`src/rtl/dp_seq_ctrl.sv`:
```
// dp_seq_ctrl: multi-cycle sequencer for the 16-bit datapath.
// Fetches an instruction over a req/valid handshake, dwells one cycle in
// DECODE for the registered sign-extend stage, then drives ALU, register
// file and PC control for one EXEC cycle.
// Optional build macro: ILLEGAL_TRAP_EN -- an illegal opcode halts the
// sequencer at the offending address instead of executing as a NOP.
module dp_seq_ctrl #(
    parameter int PC_W   = 8,
    parameter int DATA_W = 16,
    parameter int REG_AW = 4
) (
    input  logic              clk,
    input  logic              reset,
    input  logic              start,
    input  logic [DATA_W-1:0] instr,
    input  logic              instr_valid,
    input  logic              zero_in,
    output logic              instr_req,
    output logic [PC_W-1:0]   pc,
    output logic [7:0]        imm_out,
    output logic [REG_AW-1:0] rd_addr,
    output logic [REG_AW-1:0] rs_addr,
    output logic [1:0]        alu_op,
    output logic              alu_src_imm,
    output logic              reg_we,
    output logic              busy,
    output logic              halted,
    output logic              illegal
);

    typedef enum logic [2:0] {
        S_IDLE,
        S_FETCH,
        S_DECODE,
        S_EXEC,
        S_HALTED
    } state_t;

    localparam logic [3:0] OP_NOP  = 4'h0;
    localparam logic [3:0] OP_ADD  = 4'h1;
    localparam logic [3:0] OP_SUB  = 4'h2;
    localparam logic [3:0] OP_ADDI = 4'h3;
    localparam logic [3:0] OP_LI   = 4'h4;
    localparam logic [3:0] OP_BEQZ = 4'h5;
    localparam logic [3:0] OP_HALT = 4'hF;

    state_t              state;
    state_t              state_nxt;
    logic [DATA_W-1:0]   ir;
    logic [DATA_W-1:0]   ir_nxt;
    logic [PC_W-1:0]     pc_q;
    logic [PC_W-1:0]     pc_nxt;
    logic                illegal_q;
    logic                illegal_nxt;
    logic [3:0]          opcode;
    logic                writes_rd;

    // Sign-extend the 8-bit branch offset to PC width; truncation gives
    // modulo-2^PC_W arithmetic when added to the pc.
    function automatic logic [PC_W-1:0] sext_off(input logic [7:0] v);
        logic signed [PC_W+7:0] w;
        w = {{PC_W{v[7]}}, v};
        return w[PC_W-1:0];
    endfunction

    assign opcode = ir[15:12];

    // Field decode from ir; held between instructions since ir only changes
    // when a new instruction is accepted.
    always_comb begin
        alu_op      = 2'b00;
        alu_src_imm = 1'b0;
        writes_rd   = 1'b0;
        case (opcode)
            OP_ADD:  begin alu_op = 2'b01; alu_src_imm = 1'b0; writes_rd = 1'b1; end
            OP_SUB:  begin alu_op = 2'b10; alu_src_imm = 1'b0; writes_rd = 1'b1; end
            OP_ADDI: begin alu_op = 2'b01; alu_src_imm = 1'b1; writes_rd = 1'b1; end
            OP_LI:   begin alu_op = 2'b00; alu_src_imm = 1'b1; writes_rd = 1'b1; end
            default: begin alu_op = 2'b00; alu_src_imm = 1'b0; writes_rd = 1'b0; end
        endcase
    end

    // Next-state, next-pc, instruction latch and sticky illegal flag.
    always_comb begin
        state_nxt   = state;
        pc_nxt      = pc_q;
        ir_nxt      = ir;
        illegal_nxt = illegal_q;
        case (state)
            S_IDLE: begin
                if (start) state_nxt = S_FETCH;
            end
            S_FETCH: begin
                if (instr_valid) begin
                    ir_nxt    = instr;
                    state_nxt = S_DECODE;
                end
            end
            S_DECODE: begin
                // One-cycle dwell while the sign-extend register settles.
                state_nxt = S_EXEC;
            end
            S_EXEC: begin
                state_nxt = S_FETCH;
                case (opcode)
                    OP_NOP, OP_ADD, OP_SUB, OP_ADDI, OP_LI: begin
                        pc_nxt = pc_q + PC_W'(1);
                    end
                    OP_BEQZ: begin
                        // Offset is relative to the branch's own address.
                        pc_nxt = zero_in ? (pc_q + sext_off(ir[7:0])) : (pc_q + PC_W'(1));
                    end
                    OP_HALT: begin
                        state_nxt = S_HALTED;
                    end
                    default: begin
                        illegal_nxt = 1'b1;
`ifdef ILLEGAL_TRAP_EN
                        state_nxt = S_HALTED;
`else
                        pc_nxt = pc_q + PC_W'(1);
`endif
                    end
                endcase
            end
            S_HALTED: begin
                state_nxt = S_HALTED;
            end
            default: begin
                state_nxt = S_IDLE;
            end
        endcase
    end

    // State, pc, instruction register and illegal flag with synchronous reset.
    always_ff @(posedge clk) begin
        if (reset) begin
            state     <= S_IDLE;
            pc_q      <= '0;
            ir        <= '0;
            illegal_q <= 1'b0;
        end else begin
            state     <= state_nxt;
            pc_q      <= pc_nxt;
            ir        <= ir_nxt;
            illegal_q <= illegal_nxt;
        end
    end

    assign pc        = pc_q;
    assign imm_out   = ir[7:0];
    assign rd_addr   = ir[8 +: REG_AW];
    assign rs_addr   = ir[4 +: REG_AW];
    assign instr_req = (state == S_FETCH);
    assign reg_we    = (state == S_EXEC) && writes_rd;
    assign busy      = (state != S_IDLE) && (state != S_HALTED);
    assign halted    = (state == S_HALTED);
    assign illegal   = illegal_q;

endmodule

```
`config.mk`:
```
export PLATFORM = sky130hd
export DESIGN_NAME = dp_seq_ctrl
export DESIGN_NICKNAME = d
export VERILOG_FILES = /design/src/rtl/dp_seq_ctrl.sv
export SDC_FILE = /design/constraint.sdc
export NUM_CORES = 1
export LEC_CHECK = 0
export CAP_MARGIN = 5
export CORE_ASPECT_RATIO = 0.7
export CORE_MARGIN = 4
export CORE_UTILIZATION = 32
export CTS_CLUSTER_SIZE = 40
export DETAILED_ROUTE_END_ITERATION = 7
export GPL_TIMING_DRIVEN = 0
export PLACE_DENSITY = 0.57
export SETUP_SLACK_MARGIN = 0.5
export SYNTH_ARGS = -nofsm -noshare
export SYNTH_HDL_FRONTEND = slang
export SYNTH_SLANG_ARGS = --single-unit
```
`constraint.sdc`:
```
create_clock -name clk -period 2.2 [get_ports clk]
set_input_delay 0.33 -clock clk [delete_from_list [all_inputs] [get_ports clk]]
set_output_delay 0.33 -clock clk [all_outputs]
set_load 0.01 [all_outputs]
```
=== Word-level counts from Yosys, hierarchy flattened ===
Index checks and enable logic that the tools add are counted.

* Output and inout bits: 32
* Flip-flop bits (word level): 28
* Input bits: 21
* Word-level logic and storage cells: 43

* Reduce and logical (&&, ||, !) cells: 13
* Multiplexer cells: 9
* Equality and inequality tests: 13
* Bitwise operators: 2
* $add $sub $neg: 2

{| class="wikitable"
|+ Operator list
! kind !! number
|-
| $pmux W8 S2 || 1
|-
| $pmux W3 S5 || 1
|-
| $mux W3 || 3
|-
| $add A8 B1 Y8 const B || 1
|-
| $add A8 B8 Y8 || 1
|-
| $eq A4 B2 Y1 const B || 2
|-
| $eq A4 B3 Y1 const B || 2
|-
| $mux W8 || 1
|-
| $reduce_and A2 Y1 || 4
|-
| $reduce_or A7 Y1 || 1
|-
| $eq A3 B2 Y1 const B || 2
|-
| $eq A4 B1 Y1 const B || 1
|-
| $eq A4 B4 Y1 const B || 1
|-
| $logic_not A4 Y1 || 1
|-
| $ne A2 B2 Y1 const B || 2
|-
| $pmux W2 S2 || 1
|-
| $reduce_or A2 Y1 || 2
|-
| $reduce_or A4 Y1 || 1
|-
| $eq A3 B1 Y1 const B || 1
|-
| $eq A3 B3 Y1 const B || 1
|-
| $logic_not A3 Y1 || 1
|-
| $ne A3 B3 Y1 const B || 1
|-
| $reduce_bool A3 Y1 || 1
|-
| $logic_and A1 B1 Y1 || 2
|-
| 2 further kinds || 4
|}

=== Depth between registers and ports, before layout ===
* Depth in word-level cells: 4
* Depth in mapped cells: 8
* Gate-level depth less buffers: 8

=== Least setup slack after synthesis ===
No wires, ideal clock.

* Path type: register to register
* Start point: register pc_q[0], in the netlist pc[0]
* End point: register pc_q[6], in the netlist pc[6]
* Arrival: 1.777 ns
* Cell stages (with the launch flop): 9
* Data required time: 2.084 ns
* Clock period less this slack: 1.893 ns
* Path slack: 0.307 ns
* Library setup time: 0.116 ns
* Buffers on the path: 0
* Cell sequence: dfxtp_1 ha_1 inv_1 fa_1 nor2b_1 o31a_1 o21ai_0 nor2b_1 o211a_1

* Longest elaborated chain between the ends: 3
* Elaborated cells between the ends (all ways): 4
* Those cells by class: 2 x add/sub; 2 x mux

{| class="wikitable"
|+ RTL lines
! what !! RTL line !! text
|-
| start: declaration || 51 || <nowiki>logic [PC_W-1:0] pc_q;</nowiki>
|-
| start signal: assignment || 144 || <nowiki>pc_q <= pc_nxt;</nowiki>
|-
| $add A8 B1 Y8 or $add A8 B8 Y8 (tied branches) || 107, 111, 121 ||
|-
| $mux W8 || 111 || <nowiki>pc_nxt = zero_in ? (pc_q + sext_off(ir[7:0])) : (pc_q + PC_W'(1));</nowiki>
|-
| $pmux W8 S2 * || 105 || <nowiki>case (opcode)</nowiki>
|}

Every way passes the cells marked *; elsewhere a longest branch is shown, timed or not.
A chain may end at the register's enable or synchronous reset.

=== Worst setup path in the final report ===
* Start point: register ir[0]
* End point: register pc_q[6], in the netlist pc[6]

* Longest elaborated chain between the ends: 3

{| class="wikitable"
|+ RTL lines
! what !! RTL line !! text
|-
| start: declaration || 49 || <nowiki>logic [DATA_W-1:0] ir;</nowiki>
|-
| start signal: assignment || 145 || <nowiki>ir <= ir_nxt;</nowiki>
|-
| $add A8 B8 Y8 || 111 ||
|-
| $mux W8 || 111 ||
|-
| $pmux W8 S2 || 105 ||
|}

Every way passes these cells.

==> results.json <==
{
  "outcome": "complete, no violations",
  "arrival_ns": 1.89,
  "peakVddDrop_mv": 0.192,
  "synth_nets": 248,
  "worstPathRequired_ns": 2.38,
  "yosysUniqueCellTypes": 50,
  "cp-start-kind": "flop",
  "drc": 0,
  "synth_top_area_share_pct": 32.1,
  "initial_core_util_pct": 33.2,
  "timing.critical_path.buf_inv": 1,
  "ys_top_cells_by_area": "dfxtp_1, nand2_1, a21oi_1, buf_4, ha_1",
  "gr-total-overflow": 0,
  "path_delay_family": "adder cells",
  "routed_wl_um": 4840,
  "crit_path_end_kind": "flop",
  "io_buffers": 52,
  "p_comb_share_pct": 18.1,
  "fmax_mhz": 584,
  "cpPeakStageDelay_ns": 0.37,
  "postSynthCellCount": 218,
  "clkPwrFrac_pct": 34.8,
  "period_needed_ns": 1.71,
  "drive_gt1_share_pct": 29.5,
  "finalSetupViolCount": 0,
  "clkSinkCount": 28,
  "syn_area_per_cell_um2": 8.00,
  "ff2ff_path_depth": 8,
  "htreeDepth": 1,
  "drtPass1Iterations": 4,
  "ant_nets": 0,
  "crit_path_top_delay_cell": "dfxtp_4",
  "tns_ns": 0,
  "ys_async_sr_fraction_pct": 0,
  "grt_max_degree": 17,
  "via_count": 1719,
  "synth_seq_area_share_pct": 32.1,
  "reg2reg_to": "pc[6]",
  "yosys.area.top_type": "dfxtp_1",
  "crit_fanout": 2,
  "cts_made_buffers": 3,
  "post-route-period-util_pct": 77.8,
  "powerDensity_mw_per_mm2": 446,
  "fp.dieW_um": 96.2,
  "netSwitchingPower_uw": 274,
  "cts_buffer_depth": 2,
  "fin_nets": 309,
  "placementRows": 22,
  "synth_ff_type": "dfxtp_1",
  "yosys_warnings": 0,
  "antenna_found_initial": 0,
  "insertion_delay_ns": 0.27,
  "hold_violations": 0,
  "pin_count": 53,
  "design_area_mm2": 0.00260,
  "worst-slew-pin-transition_ns": 0.568,
  "vias_per_cell": 4.91,
  "hold_path_depth": 2,
  "cts_tree": "done",
  "grt_usage_pct": 14.8,
  "fin_worst_skew_ns": 0.00575,
  "n_antenna_cell": 0,
  "drt_iter0_drc": 130,
  "hold_path_startpoint": "ir[9]",
  "grt_pass1_wl_um": 7940,
  "whs_endpoint": "ir[9]",
  "switching_share_pct": 23.6,
  "rsz0062_at_grt": "true",
  "die_h_um": 69.8,
  "hold_path_class": "reg -> reg",
  "dp_hpwl_um": 3560,
  "r2r_start": "ir[0]",
  "synthToLayoutAreaGrowth_pct": 49.3,
  "postPlaceCellArea_mm2": 0.00238,
  "clkTransAtPathRegs_ns": 0.10,
  "r2r_setup_slack_ns": 0.49,
  "power.internal_uw": 887,
  "drv_cap": 0,
  "power_frac_seq_pct": 47.1,
  "cp_cell_sequence": "ha_4, inv_2, fa_2, nor2b_4, o31a_1, o21ai_1, nor2b_1, o211a_1",
  "core_mm2": 0.00526,
  "ys_ff_latch": 28,
  "clockRootBuffer": "clkbuf_8",
  "dieArea_mm2": 0.00671,
  "relSlewSlack_pct": 62.1,
  "synth_area_mm2": 0.00174,
  "place_congestion": 0.836,
  "avgRoutedWirePerCell_um": 13.8,
  "worst-setup-path-type": "reg -> reg",
  "p_leak_nw": 1.00,
  "grt_pass1_vias": 1629,
  "slew_viol_final": 0,
  "synth-edff-count": 0
}
==> cells in the mapped netlist (2+ instances only) <==
cell type and instances:
nand2_1 37, dfxtp_1 28, a21oi_1 25, nor2_1 17
buf_4 16, ha_1 8, clkbuf_1 6, nor3_1 6
a211oi_1 5, a21o_1 5, nand3_1 5, o21ai_0 5
inv_1 4, nor2b_1 4, buf_6 3, nor3b_1 3
a221oi_1 2, and3_1 2, nor2_2 2, o21a_1 2
o21bai_1 2, o22ai_1 2, xor2_1 2
==> placed cells by master (no fill, tap or decap), types with 2 or more instances in the layout <==
cell type | Yosys | final
o22ai_1 | 2 | 2
buf_2 | 1 | 2
a211oi_1 | 5 | 2
nand3_1 | 5 | 4
o21ai_0 | 5 | 3
clkbuf_2 | 0 | 5
buf_4 | 16 | 22
a21oi_1 | 25 | 24
nand2_1 | 37 | 37
dfxtp_4 | 0 | 5
clkbuf_8 | 0 | 3
a211oi_2 | 0 | 3
o32ai_2 | 1 | 2
dfxtp_2 | 0 | 11
a21o_1 | 5 | 5
nor2_1 | 17 | 14
inv_1 | 4 | 3
nor2b_1 | 4 | 2
ha_1 | 8 | 5
o21a_1 | 2 | 2
nor2_2 | 2 | 4
and3_1 | 2 | 2
dfxtp_1 | 28 | 12
buf_6 | 3 | 3
nor3_1 | 6 | 6
ha_4 | 0 | 3
clkdlybuf4s50_1 | 0 | 44
nor4_2 | 1 | 2
o21bai_1 | 2 | 2
o21ai_1 | 1 | 3
dlygate4sd2_1 | 0 | 4
xor2_1 | 2 | 2
nor3b_1 | 3 | 3
==> sequential cells by signal, summed over array words and instances, names as in the netlist <==
register	cells
pc	8
ir	16
state	3
illegal	1
==> power by group through the flow <==
| stage | combinational [mW] | sequential, mW | clock, mW |
|---|---|---|---|
| finish | 0.211 | 0.547 | 0.404 |
| global route | 0.231 | 0.550 | 0.442 |
| CTS | 0.206 | 0.545 | 0.419 |
| detailed placement | 0.203 | 0.558 | 0 |
| global placement | 0.202 | 0.557 | 0 |
| floorplan | 0.104 | 0.552 | 0 |
==> per-stage QoR <==
stage	util, %	total power, mW	setup WS (ns)	hold WS (ns)	cells
after floorplan	-	0.656	0.501	0.437	218
after global placement	45.3	0.759	0.124	0.445	342
after detailed placement	45.3	0.760	0.127	0.450	342
after CTS	48.1	1.17	0.475	0.464	350
after global routing	49.5	1.22	0.372	0.492	350
final	49.5	1.16	0.489	0.458	350
==> worst reg2reg max path, cell delays in order, from the launching register on <==
cell and delay [ns]:
dfxtp_4 0.37, ha_4 0.13, inv_2 0.03, fa_2 0.36, nor2b_4 0.14, o31a_1 0.19, o21ai_1 0.08, nor2b_1 0.13
o211a_1 0.19
==> logic make-up after synthesis <==
kind of cell | count (synthesis) | share of synthesized area (%)
compound gates | 57 | 21.5
xor+xnor | 3 | 1.51
fa+ha+maj | 9 | 6.89
buf+inv | 30 | 11.3
flops | 28 | 32.1
mux | 1 | 0.574
simple gates | 90 | 26.1
==> final cells by class <==
type / instances / area, um^2
timing repair buffer: 56 / 533
clock inverter: 1 / 30.0
inverter: 4 / 15.0
clock buffer: 3 / 41.3
sequential: 28 / 593
multi-input combinational: 160 / 1110
tap: 72 / 90.1
fill: 514 / 2650
buffer: 26 / 193
==> timing repair <==
action | in CTS | in global routing
pin swaps | 7 | 9
hold buffers | 0 | 0
gates resized for setup | 32 | 31
gates cloned | 0 | 0
setup endpoints to repair | 24 | 30
setup buffers | 4 | 0
==> routing by layer <==
metal | routed length [um] | global-route usage (%) | up-vias | part of all wire (%)
met5 | 0 | 0 | - | 0
met4 | 8 | 1.89 | 0 | 0.17
met3 | 277 | 3.47 | 2 | 5.7
met2 | 2100 | 22.0 | 47 | 43
met1 | 2460 | 21.9 | 795 | 51
li1 | - | - | 875 | -
==> worst max-delay path by stage <==
stage | start | end | slack (ns) | cells past startpoint
floorplan | pc[0] | pc[6] | 0.50 | 8
global placement | instr_valid | ir[14] | 0.12 | 7
detailed placement | instr_valid | ir[12] | 0.13 | 7
CTS | state[2] | reg_we | 0.47 | 3
global route | pc[0] | pc[4] | 0.37 | 9
finish | ir[0] | pc[6] | 0.49 | 8
Power figures use the tool's default switching activity.
